[src/rtl/mel_band_accumulator.sv]
// Sums consecutive FFT-bin powers into N_BANDS rectangular bands with programmable
// inclusive end-bin edges; emits one saturated energy per completed band.
module mel_band_accumulator #(
    parameter int I_BW    = 32,
    parameter int O_BW    = 32,
    parameter int N_BINS  = 256,
    parameter int N_BANDS = 32,
    parameter int EDGE_BW = 8,
    parameter logic [N_BANDS*EDGE_BW-1:0] EDGES =
        256'hFFF7EFE7_DFD7CFC7_BFB7AFA7_9F978F87_7F776F67_5F574F47_3F372F27_1F170F07
) (
    input  logic            clk_i,
    input  logic            rst_n_i,
    input  logic            en_i,
    input  logic [I_BW-1:0] data_i,
    input  logic            valid_i,
    input  logic            last_i,
    output logic [O_BW-1:0] data_o,
    output logic            valid_o,
    output logic            last_o,
    output logic            err_o
);

    // state  | meaning
    // IDLE   | waiting for bin 0 of a frame (bin_cnt == 0)
    // ACCUM  | inside a frame, summing bins into the current band

    localparam int ACC_BW  = I_BW + EDGE_BW;
    localparam int BIDX_BW = $clog2(N_BANDS + 1);

    localparam logic [EDGE_BW-1:0] LAST_BIN  = EDGE_BW'(N_BINS - 1);
    localparam logic [BIDX_BW-1:0] LAST_BAND = BIDX_BW'(N_BANDS - 1);
    localparam logic [BIDX_BW-1:0] END_BAND  = BIDX_BW'(N_BANDS);

    typedef enum logic {
        S_IDLE  = 1'b0,
        S_ACCUM = 1'b1
    } state_t;

    state_t              state_q, state_d;
    logic [EDGE_BW-1:0]  bin_cnt_q, bin_cnt_d;
    logic [BIDX_BW-1:0]  band_idx_q, band_idx_d;
    logic [ACC_BW-1:0]   acc_q, acc_d;
    logic [O_BW-1:0]     data_q, data_d;
    logic                valid_q, valid_d;
    logic                last_q, last_d;
    logic                err_q, err_d;

    logic                accept;
    logic                band_live;
    logic                band_end;
    logic                at_last_bin;
    logic                frame_end;
    logic                early_last;
    logic                missing_last;
    logic [EDGE_BW-1:0]  edge_sel;
    logic [ACC_BW-1:0]   sum;
    logic [O_BW-1:0]     sum_sat;

    assign accept       = valid_i & en_i;
    assign band_live    = band_idx_q < END_BAND;
    assign at_last_bin  = bin_cnt_q == LAST_BIN;
    assign band_end     = accept & band_live & (bin_cnt_q == edge_sel);
    assign frame_end    = accept & (last_i | at_last_bin);
    assign early_last   = accept & last_i & ~at_last_bin;
    assign missing_last = accept & ~last_i & at_last_bin;
    assign sum          = acc_q + ACC_BW'(data_i);
    assign sum_sat      = (|sum[ACC_BW-1:O_BW]) ? {O_BW{1'b1}} : sum[O_BW-1:0];

    always_comb begin
        edge_sel = '0;
        for (int b = 0; b < N_BANDS; b++) begin
            if (band_idx_q == BIDX_BW'(b)) begin
                edge_sel = EDGES[b*EDGE_BW +: EDGE_BW];
            end
        end
    end

    always_ff @(posedge clk_i or negedge rst_n_i) begin
        if (!rst_n_i) begin
            state_q    <= S_IDLE;
            bin_cnt_q  <= '0;
            band_idx_q <= '0;
            acc_q      <= '0;
            data_q     <= '0;
            valid_q    <= 1'b0;
            last_q     <= 1'b0;
            err_q      <= 1'b0;
        end else begin
            state_q    <= state_d;
            bin_cnt_q  <= bin_cnt_d;
            band_idx_q <= band_idx_d;
            acc_q      <= acc_d;
            data_q     <= data_d;
            valid_q    <= valid_d;
            last_q     <= last_d;
            err_q      <= err_d;
        end
    end

    always_comb begin
        state_d = state_q;
        case (state_q)
            S_IDLE:  if (accept && !frame_end) state_d = S_ACCUM;
            S_ACCUM: if (frame_end)            state_d = S_IDLE;
            default: state_d = S_IDLE;
        endcase
    end

    always_comb begin
        bin_cnt_d  = bin_cnt_q;
        band_idx_d = band_idx_q;
        acc_d      = acc_q;
        if (accept) begin
            bin_cnt_d = (state_q == S_IDLE) ? EDGE_BW'(1) : bin_cnt_q + EDGE_BW'(1);
            if (band_end) begin
                acc_d      = '0;
                band_idx_d = band_idx_q + BIDX_BW'(1);
            end else if (band_live) begin
                acc_d = sum;
            end
        end
        // Any frame end (normal, early or missing last) drops the partial band.
        if (frame_end) begin
            bin_cnt_d  = '0;
            band_idx_d = '0;
            acc_d      = '0;
        end
    end

    always_comb begin
        valid_d = band_end;
        data_d  = band_end ? sum_sat : '0;
        last_d  = band_end & (band_idx_q == LAST_BAND) & ~early_last;
        err_d   = early_last | missing_last;
    end

    assign data_o  = data_q;
    assign valid_o = valid_q;
    assign last_o  = last_q;
    assign err_o   = err_q;

`ifndef SYNTHESIS
    function automatic bit edges_valid();
        for (int b = 0; b < N_BANDS; b++) begin
            if (int'(EDGES[b*EDGE_BW +: EDGE_BW]) > N_BINS - 1) return 1'b0;
            if (b > 0) begin
                if (EDGES[b*EDGE_BW +: EDGE_BW] <= EDGES[(b-1)*EDGE_BW +: EDGE_BW]) return 1'b0;
            end
        end
        return 1'b1;
    endfunction

    localparam bit EDGES_OK = edges_valid();

    always @(posedge clk_i) begin
        if (rst_n_i) begin
            assert (EDGES_OK)
            else $error("EDGES not strictly increasing or beyond last bin");
        end
    end
`endif

endmodule

[config.mk]
export PLATFORM = sky130hd
export DESIGN_NAME = mel_band_accumulator
export DESIGN_NICKNAME = d
export VERILOG_FILES = /design/src/rtl/mel_band_accumulator.sv
export SDC_FILE = /design/constraint.sdc
export NUM_CORES = 1
export LEC_CHECK = 0
export ABC_AREA = 1
export BUFFER_PORTS_ARGS = -buffer_cell sky130_fd_sc_hd__buf_2
export CORE_UTILIZATION = 48
export CTS_CLUSTER_DIAMETER = 80
export DETAILED_ROUTE_END_ITERATION = 10
export MAX_ROUTING_LAYER = met4
export PLACE_DENSITY = 0.64
export SKIP_LAST_GASP = 1
export SLEW_MARGIN = 40
export SYNTH_ARGS = -nofsm -noshare
export SYNTH_HDL_FRONTEND = slang
export SYNTH_SLANG_ARGS = --single-unit
[constraint.sdc]
create_clock -name clk_i -period 8.69 [get_ports clk_i]
set_clock_uncertainty 0.05 [all_clocks]
set_input_delay 1.3035 -clock clk_i [delete_from_list [all_inputs] [get_ports clk_i]]
set_output_delay 1.3035 -clock clk_i [all_outputs]
set_load 0.05 [all_outputs]
* Word-level counts from Yosys, hierarchy flattened
Index checks and enable logic that the tools add are counted.
Operators by class: bitwise gates (word level) 16, shift operators 0, muxes and demuxes 47, divide/modulo/power cells 0, equality and inequality tests 33, multipliers 0, reduce and logical (&&, ||, !) cells 9, $lt $le $gt $ge 1, add/sub/neg operators 3
Operator list (count):
- 8-bit 2-to-1 mux | 33
- 40-bit 2-to-1 mux | 4
- 6-bit by 5-bit == test with 1-bit output (second input constant) | 16
- 32-bit 2-to-1 mux | 2
- 6-bit by 4-bit == test with 1-bit output (second input constant) | 8
- 40-bit by 32-bit adder with 40-bit output | 1
- 6-bit by 3-bit == test with 1-bit output (second input constant) | 4
- 6-bit 2-to-1 mux | 3
- 6-bit by 2-bit == test with 1-bit output (second input constant) | 2
- 1-bit bitwise AND | 10
- 8-bit by 1-bit adder with 8-bit output (second input constant) | 1
- 8-bit == test | 1
- 8-bit == test (second input constant) | 1
- 8-bit OR reduction | 1
- 6-bit by 1-bit adder with 6-bit output (second input constant) | 1
- 6-bit by 1-bit == test with 1-bit output (second input constant) | 1
- 6-bit logical NOT | 1
- 6-bit less-than comparator (second input constant) | 1
- 4-bit 2-to-1 mux | 1
- 1-bit inverter | 4
- 2-bit AND reduction | 2
- 2-bit nonzero test | 2
- 3-bit 2-to-1 mux | 1
- 3-bit nonzero test | 1
- other kinds (5) | 7
Storage, ports and cells: bits in registers 90, memories 0, memory bits (read-only) 0, latch bits 0, logic and storage cells 117, input bits 37, memory bits (writable) 0

* Longest topological paths before layout
Gate-level depths: netlist of run 1.
depth in word-level cells 38, mapped depth 26, mapped depth without buffers 24

* Worst setup path after synthesis of run 1
OpenSTA, ideal clock, no wires.
kind input port to flip-flop, start point input port data_i[0], end point register data_q[11] (netlist: data_o[11]), stages on the path 18, path buffers 1, path slack 4.948 ns, library setup time 0.116 ns, arrival 3.576 ns, cell sequence ha_1 > fa_1 > nand3_1 > nand3_1 > a21oi_1 > o21ai_1 > a21oi_2 > o21bai_2 > nand2_1 > nand2_1 > nand2_1 > xor2_1 > nand2_1 > nor2_1 > nand2_1 > buf_2 > nor2_1 > nor2_1
On the way: word-level cells in the longest chain between the ends 4
Ends and longest elaborated chain:
- start: declaration | RTL line 15 | input logic [I_BW-1:0] data_i,
- 40-bit by 32-bit adder with 40-bit output * | RTL line 67 | assign sum = acc_q + ACC_BW'(data_i);
- 8-bit OR reduction | RTL line 68 | assign sum_sat = (|sum[ACC_BW-1:O_BW]) ? {O_BW{1'b1}} : sum[O_BW-1:0];
- 32-bit 2-to-1 mux * | RTL line 68
- 32-bit 2-to-1 mux * | RTL line 133 | data_d = band_end ? sum_sat : '0;
- net data_d[11] | RTL line 44 | logic [O_BW-1:0] data_q, data_d;
- end signal: assignment | RTL line 94 | data_q <= data_d;
- end: declaration | RTL line 44
Mark *: on every way through the listed nets, which the timed path passes. The rest lies on a longest branch. A chain may end at the register's enable or synchronous reset.

* Final worst setup path of run 1
start point input port data_i[0], end point register data_q[31] (netlist: data_o[31])
Same word-level chain as after synthesis.

==> out/summary.txt, run 1 <==
Comb pwr share -> 54.1%
Vias -> 5630
Area leader, netlist -> dfrtp_1
First-pass GRT wire length -> 25.6 mm
Post-Route WL -> 15.4 mm
Critical Path End Type -> flip-flop
Post-DP HPWL -> 11.2 mm
# DRC -> 0
H-tree depth -> 3
Multi-input combinational cell area -> 3390 um2
Status -> finished clean
Ys Warns -> 0
P_int -> 1.15 mW
Post-synthesis sequential area ratio -> 37.2%
Number of global-route vias before repair -> 5437
Clock net sink count -> 90
Hold path depth -> 2
Pre-antenna DRT Iters -> 5
Synth cell count leaders -> nand2_1, nor2_1, dfrtp_1
Diodes inserted -> 0
Final std cells w/o fill -> 1048
Sequential power share -> 27.3%
Top-area cell type share of the netlist area -> 37.2%
Fill cell count -> 1160
Critical Path Start Type -> input pin
I/O Buffers -> 71
Setup CP Type -> in2reg
Worst hold endpoint -> acc_q[5]
Max_slew headroom -> 41.4%
Worst min path class -> reg2reg
Post-synth ARST share -> 100%
Drt wl/cell -> 14.7 um
Sequential cell area -> 2250 um2
CTS tree -> built
Max frequency -> 242 MHz
Leak -> 3.49 nW
Worst reg-to-reg path cell count -> 23
Row cnt -> 40
Post-DRT Antenna Nets -> 0
Setup_tns -> 0 ps
R2R Path End -> band_idx_q[1]
Die W -> 114 um
Synth Net Count -> 888
Final hold violations -> 0
Mean Syn Cell Area -> 7.44 um2
Hold_buf cts -> 0
Peak supply drop -> 0.172 mV
Clock Power Share -> 18.6%
Count leader, synth -> nand2_1
Drt via density -> 5.37
Die area -> 13100 um2
Reg clk slew, reported paths -> 60 ps
Dpl cells -> 1032
Critical path arrival -> 4290 ps
Initial antenna violation count -> 0
Chip Height -> 114 um
Switching portion of total power -> 47.0%
# IOs -> 72
Postcts setup bufs -> 0
Worst-case clock buffer depth -> 2
Worst skew pair latency -> 350 ps
Max Fanout on Critical Path -> 29
Ratio of final minimum period to clock period -> 47.5%
Post-route cell area -> 6810 um2
WP data required -> 8850 ps
Area after DPL -> 6500 um2
FF-to-FF setup slack -> 5170 ps
Netlist cell types -> 46
Post-synth EDFFs -> 0
P&R area growth vs syn -> 12.7%
Max Slew Vio Count -> 0
Fin nets -> 950
Synth top area cells -> dfrtp_1, nand2_1, nor2_1, ha_1, xor2_1
Fin Hold WS -> 449 ps
Measured slew at the worst slew-check pin -> 875 ps
Finish-stage setup viols -> 0
Initial drt markers -> 344
Max capacitance violation total -> 0
Min-delay src -> acc_q[5]
Unrepaired setup endpoints after global routing -> no
Initial Util -> 49.7%
Power per cell area -> 318 nW/um2
Routability cong. -> 0.878
Worst R2R Start -> band_idx_q[5]
Ys flop type -> dfrtp_1
Root buffer cell -> clkbuf_16
Post-synthesis cell count -> 813
Pin count of the biggest net entering global routing -> 57
#FFs+latches synth -> 90
CTS Buf Count -> 9
Total Routing Usage GR -> 25.7%
Core Area -> 12200 um2
Min cycle time layout -> 4130 ps
Sw power -> 1.02 mW
Grt total ovfl -> 0
Cell Area, Synth -> 6050 um2
Fraction of layout cells with a size suffix above 1 -> 12.8%
Post_cts resized -> 0
## worst max-delay path by stage
| stage | startpoint | end | slack (ps) |
|---|---|---|---|
| 2_1_floorplan | data_i[0] | data_o[11] | 4950 |
| 3_3_place_gp | data_i[0] | data_o[20] | 4270 |
| 3_5_place_dp | data_i[0] | data_o[31] | 4200 |
| 4_1_cts | data_i[0] | data_o[31] | 4550 |
| 5_1_grt | data_i[0] | data_o[5] | 4310 |
| 6_report | data_i[0] | data_o[31] | 4560 |
## cell families after synthesis
logic type	share of synthesized area, %
simple gates	27.9
buf+inv	6.91
compound gates	13.2
flops	37.2
fa+ha+maj	7.99
xor+xnor	6.81
## sequential cells by signal, indices dropped and copies added, names as in the netlist, named ones only
register    count
acc_q          40
band_idx_q      6
bin_cnt_q       8
data_o         32
err_o           1
last_o          1
valid_o         1
## critical path, cell delays in order
cell and delay (ps):
buf_2 110, ha_1 270, fa_1 420, nand3_1 80, nand3_1 130, a21oi_1 160
o21ai_1 180, a21oi_2 330, o21bai_2 110, nand2_1 70, nand2_1 90, nand2_1 90
xor2_1 200, nand2_1 70, nor2_1 90, nand2_1 110, buf_4 260, nor2_1 150
nor2_1 60
## stage by stage
stage | utilization, % | worst slack [ps] | total power, mW
after floorplan | - | 4950 | 1.49
after global placement | 53.5 | 4270 | 1.75
after detailed placement | 53.5 | 4200 | 1.76
after CTS | 56.0 | 4550 | 2.18
after global routing | 56.0 | 4310 | 2.35
final | 56.0 | 4560 | 2.17
## layer usage
layer | part of all wire [%] | wire (um) | global-route usage, %
met5 | 0 | 0 | -
met2 | 48 | 7370 | 42.0
met4 | 1.5 | 236 | 8.05
met1 | 46 | 7150 | 32.8
met3 | 4.2 | 640 | 4.18
## placed cells by master (no fill, tap or decap), drive strengths merged
master	Yosys	routed
o21ba	1	1
a31o	1	1
xor2	36	36
nor3	18	18
nor2	130	130
o2111ai	2	2
a21boi	1	1
a211o	1	1
o21bai	3	3
a311oi	1	1
and3	1	1
nor4	5	5
nand3	50	50
o211a	1	1
clkinv	3	4
o221ai	2	2
a31oi	5	5
fa	1	1
clkbuf	10	12
dfrtp	90	90
o22ai	7	7
nand4	11	11
inv	69	69
clkinvlp	0	2
a21oi	44	44
nor3b	1	1
or2	3	3
ha	37	37
o211ai	6	6
buf	14	75
o21ai	64	64
bufinv	0	1
nand2	182	182
o31ai	2	2
xnor2	11	11
## power groups by stage
stage                     clock, mW  sequential, mW  combinational, mW
after floorplan                   0           0.653              0.835
after global placement            0           0.593               1.16
after detailed placement          0           0.596               1.17
after CTS                     0.413           0.591               1.17
after global routing          0.429           0.606               1.32
final                         0.404           0.591               1.17
## cell type report
class,count,share of cell area [%]
well taps,168,3.08
multi-input cells,627,49.7
flip-flops and latches,90,33.1
inverters,72,3.98
repair buffers,75,5.69
clock buffers,12,3.76
clock inverters,4,0.734
Power figures use the tool's default switching activity.
==> run 2: changes to the inputs <==
==> constraint.sdc (replaced) <==
create_clock -name clk_i -period 4.1 [get_ports clk_i]
set_clock_uncertainty 0.05 [all_clocks]
set_input_delay 0.615 -clock clk_i [delete_from_list [all_inputs] [get_ports clk_i]]
set_output_delay 0.615 -clock clk_i [all_outputs]
set_load 0.05 [all_outputs]
==> run 2 against run 1 <==
Core utilization grew 0.53 points. Power grew 110%. Worst hold slack lost 220 ps. Sequential power grew 110%. Clock-buffer cell count grew 2.
==> out/summary.txt, run 2 (synthesized netlist as in run 1, its figures left out) <==
Max Fanout on Critical Path -> 32 (+10%)
Ratio of final minimum period to clock period -> 83.2%
Switching portion of total power -> 46.1% (-0.87 points)
Clock Power Share -> 19.2% (+0.6 points)
Fin util -> 56.6% (+0.53 points)
Postcts setup bufs -> 0 (unchanged)
Grt total ovfl -> 0 (unchanged)
I/O Buffers -> 71 (unchanged)
Initial antenna violation count -> 0 (unchanged)
Unrepaired setup endpoints after global routing -> no
# IOs -> 72 (unchanged)
Worst min path class -> in2async
Dpl ws -> 407 ps (-3790 ps)
Core Area -> 12200 um2 (unchanged)
Most Frequent Cell on Critical Path -> nand2_1
PnR Total Power -> 4.65 mW (+110%)
Sw power -> 2.14 mW (+110%)
Leak -> 3.53 nW (+1.2%)
Max incr delay on CP -> 420 ps (about the same)
Most common cell after layout, fill and taps aside -> nand2_1
CTS Buf Count -> 9 (unchanged)
Final hold violations -> 0 (unchanged)
P_int -> 2.50 mW (+120%)
Max FFs per register -> 40 (unchanged)
CTS tree -> built
WP data required -> 4260 ps (-4590 ps)
Pin count of the biggest net entering global routing -> 71 (+25%)
Comb pwr share -> 53.9% (-0.2 points)
Critical path, cell by cell -> buf_2 > ha_1 > fa_1 > nand3_1 > nand3_1 > a21oi_1 > o21ai_1 > a21oi_2 > o21bai_2 > nand2_1 > nand2_1 > nand2_1 > xor2_1 > nand2_1 > nor2_1 > nand2_1 > buf_4 > nor2_1 > nor2_1
Die W -> 114 um (unchanged)
Die area -> 13100 um2 (unchanged)
Fin nets -> 955 (+0.53%)
Total Routing Usage GR -> 25.7% (-0.031 points)
H-tree depth -> 3 (unchanged)
Max Slew Vio Count -> 0 (unchanged)
Vias -> 5602 (-0.50%)
Routability cong. -> 0.918 (+4.6%)
Reg clk slew, reported paths -> 60 ps (about the same)
Slowest stage cell, crit path -> fa_1
Most frequent cells in the layout -> nand2_1, nor2_1, dfrtp_1
Drt via density -> 5.33 (-0.88%)
Min cycle time layout -> 3410 ps
Post_cts resized -> 0 (unchanged)
Post-Route WL -> 15.2 mm (-1.4%)
Dpl cells -> 1037 (+0.48%)
Worst skew pair latency -> 340 ps (about the same)
Hold_buf cts -> 0 (unchanged)
Critical path arrival -> 3570 ps (-720 ps)
Post-DRT Antenna Nets -> 0 (unchanged)
Measured slew at the worst slew-check pin -> 670 ps (-205 ps)
Initial drt markers -> 335 (-2.6%)
Clock net sink count -> 90 (unchanged)
Setup_tns -> 0 ps (unchanged)
Root buffer cell -> clkbuf_16
Top reg by flops -> acc_q
First-pass GRT wire length -> 25.8 mm (+0.57%)
Number of global-route vias before repair -> 5491 (+0.99%)
Max frequency -> 293 MHz
Fill cell count -> 1156 (-0.34%)
Final setup margin -> 689 ps (-3870 ps)
Initial Util -> 49.7% (unchanged)
Chip Height -> 114 um (unchanged)
Worst-case clock buffer depth -> 2 (unchanged)
Final std cells w/o fill -> 1052 (+0.38%)
Power per cell area -> 675 nW/um2 (+110%)
Drt wl/cell -> 14.4 um (-1.8%)
P&R area growth vs syn -> 13.7%
Critical Path Start Type -> input pin
Peak supply drop -> 0.316 mV (+84%)
Diodes inserted -> 0 (unchanged)
Max capacitance violation total -> 0 (unchanged)
Fraction of layout cells with a size suffix above 1 -> 13.2% (+0.39 points)
Row cnt -> 40 (unchanged)
Post-DP HPWL -> 11.1 mm (-0.99%)
Critical Path End Type -> flip-flop
Pre-antenna DRT Iters -> 4 (-1)
Status -> finished clean
Finish-stage setup viols -> 0 (unchanged)
Max_slew headroom -> 55.3% (+14 points)
Sequential power share -> 26.9% (-0.4 points)
# DRC -> 0 (unchanged)
Setup CP Type -> in2reg
==> run 2: cell count changes in the layout (fill, tap and decap cells not counted), moves of 2 or more <==
cell,delta
buf_4,+3
clkbuf_8,+3
clkinv_2,-2
clkinvlp_4,-2
==> run 2: path summary, 6_finish.rpt <==
path / start / end / slack [ps] / cells after the start
setup / recovery: data_i[0] / data_o[28] / 690 / 19
min in group clk_i: last_i / err_o / 430 / 2
hold reg to reg: acc_q[0] / acc_q[0] / 440 / 2
setup reg to reg: acc_q[0] / data_o[28] / 700 / 18
hold / removal: rst_n_i / data_o[17] / 230 / 1
max in group asynchronous: rst_n_i / band_idx_q[2] / 3020 / 2
==> run 2: worst max-delay path: cells and delay by family <==
kind                     cells  cell delay (ps)
AND/OR/NAND/NOR             10              940
AO/OA/AOI/OAI                4              740
adder cells (fa/ha/maj)      2              690
buffers and inverters        2              340
XOR/XNOR                     1              200
==> run 2: area by class of cell <==
cell class	instances	area, um2	area share, %
multi-input cells	627	3380	49.1
flip-flops and latches	90	2250	32.7
repair buffers	80	442	6.42
clock buffers	14	294	4.27
inverters	72	270	3.93
well taps	168	210	3.06
clock inverters	1	30.0	0.437
==> run 2: stage by stage <==
step           hold slack [ps]  area [um2]
3_3_place_gp               417        6550
3_5_place_dp               431        6560
4_1_cts                    256        6880
2_1_floorplan              269        6050
5_1_grt                    281        6880
6_report                   228        6880
==> run 2: power groups by stage <==
stage | Combinational [mW] | Clock, mW | Sequential, mW
after floorplan | 1.77 | 0 | 1.38
after CTS | 2.50 | 0.910 | 1.25
after detailed placement | 2.48 | 0 | 1.26
after global placement | 2.47 | 0 | 1.26
after global routing | 2.81 | 0.942 | 1.28
final | 2.51 | 0.892 | 1.25
==> run 2: layer usage <==
layer,global-route usage (%),share of wire (%),up-vias
li1,-,-,2820
met1,32.9,48,2640
met2,41.6,47,120
met3,4.02,3.6,22
met4,8.57,1.8,0
met5,-,0,-
==> run 3: changes to the inputs <==
==> constraint.sdc (replaced) <==
create_clock -name clk_i -period 3.5 [get_ports clk_i]
set_clock_uncertainty 0.05 [all_clocks]
set_input_delay 0.525 -clock clk_i [delete_from_list [all_inputs] [get_ports clk_i]]
set_output_delay 0.525 -clock clk_i [all_outputs]
set_load 0.05 [all_outputs]
==> run 3 against run 2 <==
Global-route usage up 0.19 points. Via count down 0.27%. Clock-buffer cell count down 1. Critical endpoint is now acc_q[37]. Combinational power up 18%.
==> out/summary.txt, run 3 (synthesized netlist as in run 1, its figures left out) <==
Critical Path End Type -> flip-flop
H-tree depth -> 3 (unchanged)
Routability cong. -> 0.929 (+1.2%)
Initial antenna violation count -> 0 (unchanged)
Ratio of final minimum period to clock period -> 91.0%
FF-to-FF setup slack -> 320 ps (-380 ps)
Post-DRT Antenna Nets -> 0 (unchanged)
Max Fanout on Critical Path -> 21 (-34%)
Setup_tns -> 0 ps (unchanged)
Chip Height -> 114 um (unchanged)
WP data required -> 3660 ps (-600 ps)
Core Area -> 12200 um2 (unchanged)
Worst min path class -> in2async
Fin nets -> 959 (+0.42%)
Fraction of layout cells with a size suffix above 1 -> 13.5% (+0.28 points)
# DRC -> 0 (unchanged)
I/O Buffers -> 71 (unchanged)
Hold_buf cts -> 0 (unchanged)
CP Launch Point -> band_idx_q[0]
Final setup margin -> 315 ps (-374 ps)
Max FFs per register -> 40 (unchanged)
Power per cell area -> 785 nW/um2 (+16%)
Min cycle time layout -> 3180 ps
Top reg by flops -> acc_q
Peak supply drop -> 0.367 mV (+16%)
Pin count of the biggest net entering global routing -> 44 (-38%)
Critical path arrival -> 3350 ps (-220 ps)
Worst reg-to-reg path cell count -> 16 (-2)
# IOs -> 72 (unchanged)
First-pass GRT wire length -> 25.9 mm (+0.43%)
Setup CP Type -> reg2reg
Max Slew Vio Count -> 0 (unchanged)
Diodes inserted -> 0 (unchanged)
Initial drt markers -> 307 (-8.4%)
Worst skew pair latency -> 340 ps (about the same)
Post-Route WL -> 15.2 mm (+0.29%)
Initial Util -> 49.7% (unchanged)
Grt total ovfl -> 0 (unchanged)
CTS Buf Count -> 9 (unchanged)
Max frequency -> 314 MHz
Vias -> 5587 (-0.27%)
CTS tree -> built
Root buffer cell -> clkbuf_16
Reg clk slew, reported paths -> 60 ps (about the same)
Post-route cell area -> 6860 um2 (-0.24%)
Critical Path Start Type -> flip-flop
Dpl ws -> 50.0 ps (-357 ps)
Area after DPL -> 6560 um2 (+0.11%)
Max_slew headroom -> 54.3% (-0.93 points)
Worst R2R Start -> band_idx_q[0]
Measured slew at the worst slew-check pin -> 684 ps (+13.9 ps)
Clock net sink count -> 90 (unchanged)
Unrepaired setup endpoints after global routing -> no
Total Routing Usage GR -> 25.9% (+0.19 points)
Most frequent cells in the layout -> nand2_1, nor2_1, dfrtp_1
Most common cell after layout, fill and taps aside -> nand2_1
P&R area growth vs syn -> 13.5%
Fin Hold WS -> 61.9 ps (-166 ps)
Drt via density -> 5.29 (-0.65%)
Max capacitance violation total -> 0 (unchanged)
Row cnt -> 40 (unchanged)
Number of global-route vias before repair -> 5550 (+1.1%)
R2R Path End -> acc_q[37]
Leak -> 3.52 nW (-0.22%)
Final hold violations -> 0 (unchanged)
Pre-antenna DRT Iters -> 4 (unchanged)
Die area -> 13100 um2 (unchanged)
Post-DP HPWL -> 11.5 mm (+4.2%)
Drt wl/cell -> 14.4 um (about the same)
Status -> finished clean
Fill cell count -> 1196 (+3.5%)
Die W -> 114 um (unchanged)
Worst-case clock buffer depth -> 2 (unchanged)
Finish-stage setup viols -> 0 (unchanged)
[run 3: repair_timing]
item	4_1_cts	5_1_grt
resized for setup	0	1
endpoints found under the hold margin	0	0
setup buffers	0	1
setup endpoints to repair	0	24
[run 3: worst max path at each step]
stage | to | slack [ps] | depth (start not counted)
2_1_floorplan | data_o[11] | 540 | 18
6_report | acc_q[37] | 320 | 16
3_3_place_gp | data_o[20] | 180 | 20
5_1_grt | data_o[10] | 1 | 18
4_1_cts | data_o[14] | 290 | 18
3_5_place_dp | data_o[14] | 50 | 19
[run 3: layout make-up]
class	instances	area [um2]	area share, %
multi-input cells	627	3390	49.3
flip-flops and latches	90	2250	32.8
repair buffers	84	455	6.64
inverters	72	272	3.96
clock buffers	13	250	3.65
well taps	168	210	3.06
clock inverters	2	37.5	0.547
[run 3: power by group]
group | internal [mW] | leakage, nW | switching (mW)
clock | 0.570 | 0.136 | 0.392
combinational | 1.00 | 2.19 | 1.96
sequential | 1.31 | 1.20 | 0.160
total | 2.88 | 3.52 | 2.51
[run 3: worst max-delay path, cell delays in order (launching register included)]
cell	delay (ps)
dfrtp_1	430
inv_1	110
ha_1	330
inv_1	140
nor3_1	60
inv_1	70
nand2_1	70
nor3_1	280
nand3_1	220
nor2_1	190
a31o_1	160
nand4_1	90
nor4_2	210
nand3_2	150
nand2_2	90
buf_4	280
o21ai_0	130
[run 3: metal layers]
layer | global-route usage (%) | part of all wire, %
met1 | 32.8 | 47
met2 | 42.6 | 48
met3 | 3.44 | 3.1
met4 | 9.09 | 1.4
met5 | - | 0
[run 3: stage by stage]
step | power (mW) | cells | utilization, %
3_3_place_gp | 4.39 | 1040 | 54.0
3_5_place_dp | 4.40 | 1040 | 54.0
5_1_grt | 5.86 | 1056 | 56.4
2_1_floorplan | 3.69 | 813 | -
6_report | 5.39 | 1056 | 56.4
4_1_cts | 5.40 | 1055 | 56.3
